[config.mk]
export PLATFORM = sky130hd
export DESIGN_NAME = decode_stage
export DESIGN_NICKNAME = d
export VERILOG_FILES = /design/src/rtl/decode_pkg.sv /design/src/rtl/decode_ctl.sv /design/src/rtl/decode_stage.sv
export SDC_FILE = /design/constraint.sdc
export NUM_CORES = 2
export LEC_CHECK = 0
export BUFFER_PORTS_ARGS = -buffer_cell sky130_fd_sc_hd__buf_4
export CELL_PAD_IN_SITES_DETAIL_PLACEMENT = 0
export CELL_PAD_IN_SITES_GLOBAL_PLACEMENT = 1
export CORE_MARGIN = 3
export CORE_UTILIZATION = 40
export CTS_CLUSTER_DIAMETER = 200
export DETAILED_ROUTE_END_ITERATION = 8
export PLACE_DENSITY = 0.72
export SYNTH_ARGS = -nofsm -noshare
export SYNTH_HDL_FRONTEND = slang
export SYNTH_HIERARCHICAL = 1
export SYNTH_SLANG_ARGS = --single-unit
[constraint.sdc]
create_clock -name clk -period 3.3 [get_ports clk]
set_clock_uncertainty 0.1 [all_clocks]
set_input_delay 0.165 -clock clk [delete_from_list [all_inputs] [get_ports clk]]
set_output_delay 0.165 -clock clk [all_outputs]
set_load 0.005 [all_outputs]
[src/rtl/decode_pkg.sv]
`default_nettype none
// ============================================================================
// Module      : decode_pkg
// Description : Shared opcode encodings, ALUOp codes, the packed control
//               bundle and the RV32 immediate generator for decode_stage.
// Revision    : 1.0 - initial release
// ============================================================================
package decode_pkg;

    // RV32 base opcodes recognised by the decoder
    localparam logic [6:0] OP_R      = 7'b0110011;
    localparam logic [6:0] OP_IMM    = 7'b0010011;
    localparam logic [6:0] OP_LOAD   = 7'b0000011;
    localparam logic [6:0] OP_STORE  = 7'b0100011;
    localparam logic [6:0] OP_BRANCH = 7'b1100011;
    localparam logic [6:0] OP_JAL    = 7'b1101111;
    localparam logic [6:0] OP_JALR   = 7'b1100111;
    localparam logic [6:0] OP_LUI    = 7'b0110111;
    localparam logic [6:0] OP_AUIPC  = 7'b0010111;

    // ALUOp encodings consumed by the EX-stage ALU control
    localparam logic [1:0] ALUOP_MEM    = 2'b00;
    localparam logic [1:0] ALUOP_BRANCH = 2'b01;
    localparam logic [1:0] ALUOP_R      = 2'b10;
    localparam logic [1:0] ALUOP_IMM    = 2'b11;

    // Control bundle carried through the ID/EX register
    typedef struct packed {
        logic       alusrc;
        logic       memtoreg;
        logic       regwrite;
        logic       memread;
        logic       memwrite;
        logic       branch;
        logic [1:0] aluop;
        logic       jal;
        logic       jalr;
        logic       lui;
        logic       auipc;
    } ctl_t;

    localparam ctl_t CTL_NOP = '0;

    // 32-bit sign-extended immediate; branch/jump offsets keep bit 0 = 0 so
    // they are byte offsets, U-type is already shifted into the upper bits.
    function automatic logic [31:0] gen_imm(input logic [31:0] inst);
        logic [31:0] imm;
        imm = '0;
        case (inst[6:0])
            OP_IMM, OP_LOAD, OP_JALR:
                imm = {{20{inst[31]}}, inst[31:20]};
            OP_STORE:
                imm = {{20{inst[31]}}, inst[31:25], inst[11:7]};
            OP_BRANCH:
                imm = {{19{inst[31]}}, inst[31], inst[7], inst[30:25], inst[11:8], 1'b0};
            OP_JAL:
                imm = {{11{inst[31]}}, inst[31], inst[19:12], inst[20], inst[30:21], 1'b0};
            OP_LUI, OP_AUIPC:
                imm = {inst[31:12], 12'b0};
            default:
                imm = '0;
        endcase
        return imm;
    endfunction

endpackage
`default_nettype wire

[src/rtl/decode_ctl.sv]
`default_nettype none
// ============================================================================
// Module      : decode_ctl
// Description : Combinational opcode-to-control decode. With the
//               ILLEGAL_DETECT_EN macro defined it also flags unknown
//               opcodes, bad R-type funct7 and out-of-range register fields,
//               forcing the control bundle to zero for such instructions.
// Revision    : 1.0 - initial release
// ============================================================================
module decode_ctl
    import decode_pkg::*;
#(
    parameter int NREG = 32
) (
    input  logic [31:0] i_instruction,
    output ctl_t        o_ctl,
    output logic        o_illegal
);

    localparam logic [5:0] c_nreg = 6'(NREG);

    logic [6:0] w_opcode;
    ctl_t       w_ctl_raw;
    logic       w_known;
    logic       w_unused;

    assign w_opcode = i_instruction[6:0];

    // Opcode decode; anything not listed leaves every control bit low
    always_comb begin
        w_ctl_raw = CTL_NOP;
        w_known   = 1'b1;
        case (w_opcode)
            OP_R: begin
                w_ctl_raw.regwrite = 1'b1;
                w_ctl_raw.aluop    = ALUOP_R;
            end
            OP_IMM: begin
                w_ctl_raw.alusrc   = 1'b1;
                w_ctl_raw.regwrite = 1'b1;
                w_ctl_raw.aluop    = ALUOP_IMM;
            end
            OP_LOAD: begin
                w_ctl_raw.alusrc   = 1'b1;
                w_ctl_raw.memtoreg = 1'b1;
                w_ctl_raw.regwrite = 1'b1;
                w_ctl_raw.memread  = 1'b1;
                w_ctl_raw.aluop    = ALUOP_MEM;
            end
            OP_STORE: begin
                w_ctl_raw.alusrc   = 1'b1;
                w_ctl_raw.memwrite = 1'b1;
                w_ctl_raw.aluop    = ALUOP_MEM;
            end
            OP_BRANCH: begin
                w_ctl_raw.branch   = 1'b1;
                w_ctl_raw.aluop    = ALUOP_BRANCH;
            end
            OP_JAL: begin
                w_ctl_raw.regwrite = 1'b1;
                w_ctl_raw.jal      = 1'b1;
            end
            OP_JALR: begin
                w_ctl_raw.alusrc   = 1'b1;
                w_ctl_raw.regwrite = 1'b1;
                w_ctl_raw.jalr     = 1'b1;
            end
            OP_LUI: begin
                w_ctl_raw.alusrc   = 1'b1;
                w_ctl_raw.regwrite = 1'b1;
                w_ctl_raw.lui      = 1'b1;
            end
            OP_AUIPC: begin
                w_ctl_raw.alusrc   = 1'b1;
                w_ctl_raw.regwrite = 1'b1;
                w_ctl_raw.auipc    = 1'b1;
            end
            default: begin
                w_known = 1'b0;
            end
        endcase
    end

`ifdef ILLEGAL_DETECT_EN
    logic w_bad_funct7;
    logic w_bad_reg;

    function automatic logic reg_bad(input logic [4:0] a);
        return ({1'b0, a} >= c_nreg);
    endfunction

    // Only the register fields a format actually uses are range-checked, so
    // immediate bits that overlay rs2/rd never raise a false illegal flag.
    always_comb begin
        w_bad_funct7 = (w_opcode == OP_R) &&
                       (i_instruction[31:25] != 7'b0000000) &&
                       (i_instruction[31:25] != 7'b0100000);
        w_bad_reg = 1'b0;
        case (w_opcode)
            OP_R:
                w_bad_reg = reg_bad(i_instruction[11:7]) || reg_bad(i_instruction[19:15]) ||
                            reg_bad(i_instruction[24:20]);
            OP_IMM, OP_LOAD, OP_JALR:
                w_bad_reg = reg_bad(i_instruction[11:7]) || reg_bad(i_instruction[19:15]);
            OP_STORE, OP_BRANCH:
                w_bad_reg = reg_bad(i_instruction[19:15]) || reg_bad(i_instruction[24:20]);
            OP_JAL, OP_LUI, OP_AUIPC:
                w_bad_reg = reg_bad(i_instruction[11:7]);
            default:
                w_bad_reg = 1'b0;
        endcase
    end

    assign o_illegal = !w_known || w_bad_funct7 || w_bad_reg;
    assign o_ctl     = o_illegal ? CTL_NOP : w_ctl_raw;
`else
    assign o_illegal = 1'b0;
    assign o_ctl     = w_ctl_raw;
`endif

    // Bits not needed by every build configuration
    assign w_unused = &{1'b0, i_instruction, c_nreg, w_known};

endmodule
`default_nettype wire

[src/rtl/decode_stage.sv]
`default_nettype none
// ============================================================================
// Module      : decode_stage
// Description : RV32 decode stage: register file with writeback bypass,
//               control decode, immediate generation and a valid-tracked
//               ID/EX register with EX back-pressure hold and writeback
//               refresh of held operands.
//               Optional macro: ILLEGAL_DETECT_EN (illegal-instruction flag).
// Revision    : 1.0 - initial release
// ============================================================================
module decode_stage
    import decode_pkg::*;
#(
    parameter int XLEN       = 32,
    parameter int NREG       = 32,
    parameter int RF_PRELOAD = 1
) (
    input  logic            clk,
    input  logic            reset,
    input  logic            in_valid,
    input  logic [XLEN-1:0] PC_in,
    input  logic [31:0]     instruction_in,
    input  logic            stall,
    input  logic            flush,
    input  logic            ex_hold,
    input  logic            wb_en,
    input  logic [4:0]      wb_addr,
    input  logic [XLEN-1:0] wb_data,
    output logic            out_valid,
    output logic [XLEN-1:0] PC_out,
    output logic [XLEN-1:0] ReadData1_out,
    output logic [XLEN-1:0] ReadData2_out,
    output logic [XLEN-1:0] Immediate_out,
    output logic [4:0]      Rd_out,
    output logic [4:0]      Rs1_out,
    output logic [4:0]      Rs2_out,
    output logic [2:0]      funct3_out,
    output logic [6:0]      funct7_out,
    output logic            Ctl_ALUSrc_out,
    output logic            Ctl_MemtoReg_out,
    output logic            Ctl_RegWrite_out,
    output logic            Ctl_MemRead_out,
    output logic            Ctl_MemWrite_out,
    output logic            Ctl_Branch_out,
    output logic [1:0]      Ctl_ALUOp_out,
    output logic            jal_out,
    output logic            jalr_out,
    output logic            lui_out,
    output logic            auipc_out,
    output logic            illegal_out
);

    localparam logic [5:0] c_nreg = 6'(NREG);

    // Storage is always 32 deep so 5-bit indexing is width-exact; entries at
    // or above NREG are never written and stay at their constant reset value.
    logic [XLEN-1:0] r_rf [0:31];

    logic [4:0]      w_rs1, w_rs2, w_rd;
    logic [XLEN-1:0] w_rd1, w_rd2, w_imm;
    logic [31:0]     w_imm32;
    logic            w_wr_ok, w_live, w_illegal;
    ctl_t            w_ctl;

    logic            r_valid, r_illegal;
    ctl_t            r_ctl;
    logic [XLEN-1:0] r_pc, r_rd1, r_rd2, r_imm;
    logic [4:0]      r_rd, r_rs1, r_rs2;
    logic [2:0]      r_funct3;
    logic [6:0]      r_funct7;

    function automatic logic addr_ok(input logic [4:0] a);
        return ({1'b0, a} < c_nreg);
    endfunction

    assign w_rs1   = instruction_in[19:15];
    assign w_rs2   = instruction_in[24:20];
    assign w_rd    = instruction_in[11:7];
    assign w_wr_ok = wb_en && (wb_addr != 5'd0) && addr_ok(wb_addr);
    assign w_live  = in_valid && !stall && !flush;
    assign w_imm32 = gen_imm(instruction_in);

    generate
        if (XLEN > 32) begin : g_imm_wide
            assign w_imm = {{(XLEN-32){w_imm32[31]}}, w_imm32};
        end else begin : g_imm_narrow
            assign w_imm = w_imm32[XLEN-1:0];
        end
    endgenerate

    decode_ctl #(
        .NREG (NREG)
    ) u_ctl (
        .i_instruction (instruction_in),
        .o_ctl         (w_ctl),
        .o_illegal     (w_illegal)
    );

    // Register file: optional preload on reset, x0 and out-of-range writes dropped
    always_ff @(posedge clk or negedge reset) begin
        if (!reset) begin
            for (int i = 0; i < 32; i++) begin
                r_rf[i] <= (RF_PRELOAD != 0 && i >= 1 && i <= 6) ? XLEN'(i + 1) : '0;
            end
        end else if (w_wr_ok) begin
            r_rf[wb_addr] <= wb_data;
        end
    end

    // Read ports with same-cycle writeback bypass; x0 never bypasses
    always_comb begin
        w_rd1 = '0;
        w_rd2 = '0;
        if (addr_ok(w_rs1)) begin
            w_rd1 = (wb_en && wb_addr == w_rs1 && wb_addr != 5'd0) ? wb_data : r_rf[w_rs1];
        end
        if (addr_ok(w_rs2)) begin
            w_rd2 = (wb_en && wb_addr == w_rs2 && wb_addr != 5'd0) ? wb_data : r_rf[w_rs2];
        end
    end

    // ID/EX register: flush beats hold; hold refreshes operands from writeback
    always_ff @(posedge clk or negedge reset) begin
        if (!reset) begin
            r_valid   <= 1'b0;
            r_illegal <= 1'b0;
            r_ctl     <= CTL_NOP;
            r_pc      <= '0;
            r_rd1     <= '0;
            r_rd2     <= '0;
            r_imm     <= '0;
            r_rd      <= '0;
            r_rs1     <= '0;
            r_rs2     <= '0;
            r_funct3  <= '0;
            r_funct7  <= '0;
        end else if (ex_hold && !flush) begin
            if (r_valid && wb_en && wb_addr != 5'd0 && wb_addr == r_rs1) begin
                r_rd1 <= wb_data;
            end
            if (r_valid && wb_en && wb_addr != 5'd0 && wb_addr == r_rs2) begin
                r_rd2 <= wb_data;
            end
        end else begin
            r_valid   <= w_live;
            r_illegal <= w_live && w_illegal;
            r_ctl     <= w_live ? w_ctl : CTL_NOP;
            r_pc      <= PC_in;
            r_rd1     <= w_rd1;
            r_rd2     <= w_rd2;
            r_imm     <= w_imm;
            r_rd      <= w_rd;
            r_rs1     <= w_rs1;
            r_rs2     <= w_rs2;
            r_funct3  <= instruction_in[14:12];
            r_funct7  <= instruction_in[31:25];
        end
    end

    assign out_valid        = r_valid;
    assign PC_out           = r_pc;
    assign ReadData1_out    = r_rd1;
    assign ReadData2_out    = r_rd2;
    assign Immediate_out    = r_imm;
    assign Rd_out           = r_rd;
    assign Rs1_out          = r_rs1;
    assign Rs2_out          = r_rs2;
    assign funct3_out       = r_funct3;
    assign funct7_out       = r_funct7;
    assign Ctl_ALUSrc_out   = r_ctl.alusrc;
    assign Ctl_MemtoReg_out = r_ctl.memtoreg;
    assign Ctl_RegWrite_out = r_ctl.regwrite;
    assign Ctl_MemRead_out  = r_ctl.memread;
    assign Ctl_MemWrite_out = r_ctl.memwrite;
    assign Ctl_Branch_out   = r_ctl.branch;
    assign Ctl_ALUOp_out    = r_ctl.aluop;
    assign jal_out          = r_ctl.jal;
    assign jalr_out         = r_ctl.jalr;
    assign lui_out          = r_ctl.lui;
    assign auipc_out        = r_ctl.auipc;
    assign illegal_out      = r_illegal;

endmodule
`default_nettype wire

Yosys cells after proc, flatten, opt, wreduce, memory -nomap -nowiden
Index checks and enable logic that the tools add are counted.
{"block": "classes", "add_sub_neg": 0, "n_mul": 0, "div_mod_pow": 0, "magnitude_cmp": 4, "eq_ne": 15, "shift": 0, "mux": 27, "n_bitwise": 3, "n_reduce_logical": 20}
{"cell": "$bwmux W1024", "count": 1}
{"cell": "$mux W32", "count": 11}
{"cell": "$bmux W32 S5", "count": 2}
{"cell": "$demux W32 S5", "count": 1}
{"cell": "$pmux W32 S5", "count": 1}
{"cell": "$eq A7 B6 Y1 const B", "count": 3}
{"cell": "$eq A7 B7 Y1 const B", "count": 3}
{"cell": "$eq A5 B5 Y1", "count": 4}
{"cell": "$ge A6 B6 Y1 const B", "count": 3}
{"cell": "$not A5 Y6", "count": 3}
{"cell": "$eq A7 B5 Y1 const B", "count": 2}
{"cell": "$logic_and A1 B1 Y1", "count": 13}
{"cell": "$mux W12", "count": 1}
{"cell": "$mux W1", "count": 9}
{"cell": "$eq A7 B2 Y1 const B", "count": 1}
{"cell": "$reduce_or A7 Y1", "count": 1}
{"cell": "$lt A6 B1 Y1 const B", "count": 1}
{"cell": "$pmux W2 S3", "count": 1}
{"cell": "$reduce_or A6 Y1", "count": 1}
{"cell": "$reduce_bool A5 Y1", "count": 1}
{"cell": "$ne A2 B1 Y1 const B", "count": 2}
{"cell": "$reduce_or A3 Y1", "count": 1}
{"cell": "$logic_not A1 Y1", "count": 2}
{"cell": "$reduce_or A2 Y1", "count": 1}
{"block": "totals", "ff_bits": 1190, "latch_bits": 0, "mem_bits_rw": 0, "rom_bits": 0, "input_bits": 108, "out_inout_bits": 167, "wordCells": 122, "memories": 0}

Longest topological paths before layout
{"block": "logic_depth", "depth_word": 6, "ltp_mapped": 8}

Modules after synthesis
The synthesis kept the hierarchy.
{"mod": "decode_stage", "instances": 1, "cells_per_inst": 4127, "area_per_inst_um2": 60545.6, "seq_area_each_um2": 29817.3}
{"mod": "decode_ctl", "instances": 1, "cells_per_inst": 30, "area_per_inst_um2": 186.4, "seq_area_each_um2": 0.0}

Worst setup path after synthesis
OpenSTA, ideal clock, no wires.
{"block": "synth_path", "path_type": "input to register", "startpoint": "in instruction_in[20]", "endpoint": "reg r_rd2[28], in the netlist ReadData2_out[28]", "setup_ns": 0.123, "t_arrival_ns": 1.807, "required_time_ns": 3.077, "slack_ns": 1.270, "path_stages": 8, "cell_sequence": "buf_2 > buf_2 > buf_2 > mux4_2 > a22oi_1 > nand2_1 > o22a_1 > o221a_2"}
{"block": "synth_via", "elab_chain_len": 6}
{"item": "from (decl)", "line": "decode_stage.sv:22", "source": "input logic [31:0] instruction_in,"}
{"item": "$not A5 Y6 (not written as such)", "line": "decode_stage.sv:118", "source": "w_rd2 = (wb_en && wb_addr == w_rs2 && wb_addr != 5'd0) ? wb_data : r_rf[w_rs2];"}
{"item": "$bmux W32 S5", "line": "decode_stage.sv:118"}
{"item": "$mux W32 (not written as such) (2 in a row)", "line": "decode_stage.sv:118"}
{"item": "$mux W32 (*)", "line": "decode_stage.sv:118"}
{"item": "$mux W32 (*)", "line": "decode_stage.sv:137", "source": "end else if (ex_hold && !flush) begin"}
{"item": "to (signal assigned)", "line": "decode_stage.sv:142", "source": "r_rd2 <= wb_data;"}
{"item": "to (signal assigned)", "line": "decode_stage.sv:150", "source": "r_rd2 <= w_rd2;"}
{"item": "to (decl)", "line": "decode_stage.sv:67", "source": "logic [XLEN-1:0] r_pc, r_rd1, r_rd2, r_imm;"}
Mark *: on every way between the ends. The rest lies on a longest branch, timed or not. The select of a mux whose other input is x is not followed.
A chain may end at the register's enable or synchronous reset.

Final worst setup path
{"block": "layout_path", "startpoint": "in wb_addr[4]", "endpoint": "reg r_rf[815] (netlist name)"}
{"block": "layout_via", "elab_chain_len": 6}
{"item": "from (decl)", "line": "decode_stage.sv:27", "source": "input logic [4:0] wb_addr,"}
{"item": "$not A5 Y6 (not written as such)", "line": "decode_stage.sv:106", "source": "r_rf[wb_addr] <= wb_data;"}
{"item": "$ge A6 B6 Y1 (not written as such) / $lt A6 B1 Y1 (equally long branches)", "line": "decode_stage.sv:106"}
{"item": "$logic_and A1 B1 Y1 (not written as such)", "line": "decode_stage.sv:106"}
{"item": "$mux W32 (not written as such)", "line": "decode_stage.sv:106"}
{"item": "$demux W32 S5", "line": "decode_stage.sv:106"}
{"item": "$bwmux W1024", "line": "decode_stage.sv:106"}
{"item": "to (signal, indexed assignment)", "line": "decode_stage.sv:103", "source": "r_rf[i] <= (RF_PRELOAD != 0 && i >= 1 && i <= 6) ? XLEN'(i + 1) : '0;"}
{"item": "to (signal, indexed assignment)", "line": "decode_stage.sv:106"}
{"item": "to (decl)", "line": "decode_stage.sv:57", "source": "logic [XLEN-1:0] r_rf [0:31];"}
Parallel ways exist; a longest one is shown, timed or not.

==> impl_metrics.toml <==
[outcome]
outcome = "complete, no violations"

[cts]
clk_transition_reported_paths_ps = 60
cts.sinks = 1191
cts_setup_buffers = 0
numCtsBuffers = 131
cts_resized = 0
clockBufferDepth = 3
clk_latency_ps = 770
root_buffer = "clkbuf_16"
htree_num_levels = 4
cts_tree = "done"
cts_hold_buf = 166

[place]
hpwlAfterDp_um = 115000
place.gp.congestion = 0.802
dpl_cell_area_um2 = 65500
portBuffers = 274
dpl_worst_slack_ps = 832

[global_routing]
grt_pass1_vias = 42200
met3_usage_pct = 5.42
antenna_found_initial = 5
use_met1_pct = 35.6
gr-max-usage-layer = "met2"
overflow = 0
grt_usage_pct = 25.7
grt_max_degree = 115
grt_pass1_wl_um = 298000
gr-usage-met2_pct = 40.5

[route]
vias = 40900
route.detailed.drc = 0
drtPass1Iterations = 5
wirelength_um = 202000
drtIter0Drc = 3955
ant_nets = 0
viasPerCell = 6.24
routedWlPerCell_um = 30.8

[final_layout]
area_delta_synth_final_pct = 17.7
drive_gt1_share_pct = 49.7
nets = 4539
final_cell_area_um2 = 71500

[pwr]
leakagePower_uw = 0.0311
pwr_density_cell_nw_per_um2 = 593
irDropWorstVdd_mv = 0.414

[sta]
drv_slew = 0
fmaxAchievable_mhz = 385
holdWs_ps = 67.0
tightest_slew_ps = 938
worst_slack_ps = 702
finalHoldViolations = 0
rsz0062_at_grt = "no"
setup_tns_ps = 0
post-route-min-period_ps = 2600
relSlewSlack_pct = 37.5
finalSetupViolCount = 0
fin_crit_sh_pct = 78.7

[yosys]
synth_enable_flop_cells = 0
ys_ff_latch = 1191
syn_inst = 4157
synth_flop_cell = "dfrtp_1"
avgSynthCellArea_um2 = 14.6
synthDistinctLibCells = 61
synth_fp_nets = 4265
ys_seq_area_share_pct = 49.1
yosysWarningCount = 6
synthArstFlopShare_pct = 100
netlist_area_um2 = 60700

[floorplanning]
core_um2 = 150000
die_area_um2 = 157000
io_pins = 275
die_w_um = 396
dieHeight_um = 396
fp-row-count = 142
start_util_pct = 40.4

[worst_setup_path]
crit_type = "input port to flip-flop"
end_kind = "flip-flop"
critical_path.max_fanout = 30
required_ps = 3840
cp-start-kind = "input port"
cp.arrival_ps = 3130

[min_path]
hold_path.class = "input port to flip-flop"

[job]
cap_violations = 0
==> area by class of cell <==
cell class | count | area, µm²
Clock inverter | 44 | 429
Antenna cell | 2 | 5.00
Inverter | 36 | 135
Clock buffer | 196 | 3900
Tap cell | 2016 | 2520
Timing Repair Buffer | 601 | 5790
Sequential cell | 1191 | 29800
Multi-Input combinational cell | 2470 | 28900
Fill cell | 13000 | 78800
==> kinds of logic (layout without fill, tap and decap cells) <==
group                     Yosys count  count (layout)  share of synthesized area (%)
buffers and inverters             496             877                           3.61
DFF                              1191            1191                           49.1
AOI/OAI and AO/OA                 499             499                           6.52
xor gates and xnor gates           20              20                          0.288
muxes                            1504            1504                           37.4
other                               1               3                        0.00617
and+or+nand+nor                   446             446                           3.10
==> critical path: stages <==
cell and delay, ps:
dlygate4sd3_1 620, buf_4 240, nor3b_1 70, dlygate4sd3_1 560
buf_4 160, nand2_2 120, buf_4 700, mux2_2 420
==> final timing paths <==
path / startpoint / end / slack [ps] / cells after the start
worst max-delay path: wb_addr[4] / r_rf[815] / 700 / 8
worst min-delay path: wb_en / r_rf[831] / 70 / 4
worst max register to register: Rs2_out[2] / ReadData2_out[15] / 1100 / 5
worst min register to register: r_rf[1007] / r_rf[1007] / 290 / 0
max in group asynchronous: reset / PC_out[5] / 2370 / 3
min in group asynchronous: reset / r_rf[495] / 90 / 3
==> stage by stage <==
stage / total power, µW / utilization (%) / cells
6_report: 42400 / 47.6 / 6556
3_5_place_dp: 27600 / 43.6 / 6148
3_3_place_gp: 27300 / 43.6 / 6148
5_1_grt: 44200 / 47.6 / 6554
2_1_floorplan: 24600 / - / 4157
4_1_cts: 42700 / 47.6 / 6554
==> cells in the mapped netlist (5+ instances only) <==
cell / instances / share of area [%]
a22o_1: 13 / 0.19
mux2_2: 973 / 18
mux4_2: 512 / 19
nor2_1: 41 / 0.25
a211oi_2: 28 / 0.58
nor3_1: 5 / 0.041
o22a_1: 32 / 0.46
buf_2: 122 / 1.0
a31oi_1: 12 / 0.12
o221a_2: 32 / 0.59
dfrtp_1: 1180 / 49
nand2_1: 347 / 2.1
xor2_1: 10 / 0.14
mux2_1: 19 / 0.35
buf_1: 55 / 0.34
o22ai_1: 32 / 0.33
clkbuf_1: 239 / 1.5
a22oi_1: 256 / 3.2
a21oi_1: 14 / 0.12
o21ai_1: 8 / 0.066
inv_1: 36 / 0.22
nand3b_1: 6 / 0.074
nor2b_1: 6 / 0.062
xnor2_1: 10 / 0.14
a211oi_1: 37 / 0.46
dfstp_2: 11 / 0.48
buf_4: 40 / 0.49
o21ai_0: 15 / 0.12
==> cell usage in the layout, fill, tap and decap left out, types with 10 or more instances in the layout <==
cell,instances
a211oi_2,28
buf_4,366
clkinv_2,25
clkbuf_16,134
dlygate4sd3_1,165
nand2_1,332
o22ai_1,32
a21oi_1,14
a22oi_1,256
mux2_1,19
dfrtp_1,1180
o21ai_0,15
clkbuf_8,31
o221a_2,32
nand2_2,16
inv_1,36
clkbuf_1,31
mux4_2,512
a22o_1,13
xor2_1,10
xnor2_1,10
nor2_1,31
mux2_2,973
nor2_4,18
o22a_1,32
a31oi_1,12
dfstp_2,11
a211oi_1,37
buf_12,65
==> flip-flops by register name (all words and copies together), names as in the netlist, 2 cells and up <==
| name | flops |
|---|---|
| r_rf | 1024 |
| Immediate_out | 32 |
| PC_out | 32 |
| ReadData1_out | 32 |
| ReadData2_out | 32 |
| funct7_out | 7 |
| Rd_out | 5 |
| Rs1_out | 5 |
| Rs2_out | 5 |
| funct3_out | 3 |
| Ctl_ALUOp_out | 2 |
==> report_power, final <==
group	switching (µW)	internal, µW
combinational	3260	5040
sequential	2050	17200
clock	6240	8600
==> layer usage <==
layer | vias to the layer above | routed length, µm
met1 | 22200 | 84500
met3 | 379 | 15500
li1 | 16500 | -
met5 | - | 43
met2 | 1803 | 95200
met4 | 6 | 6770
Power figures use the tool's default switching activity.
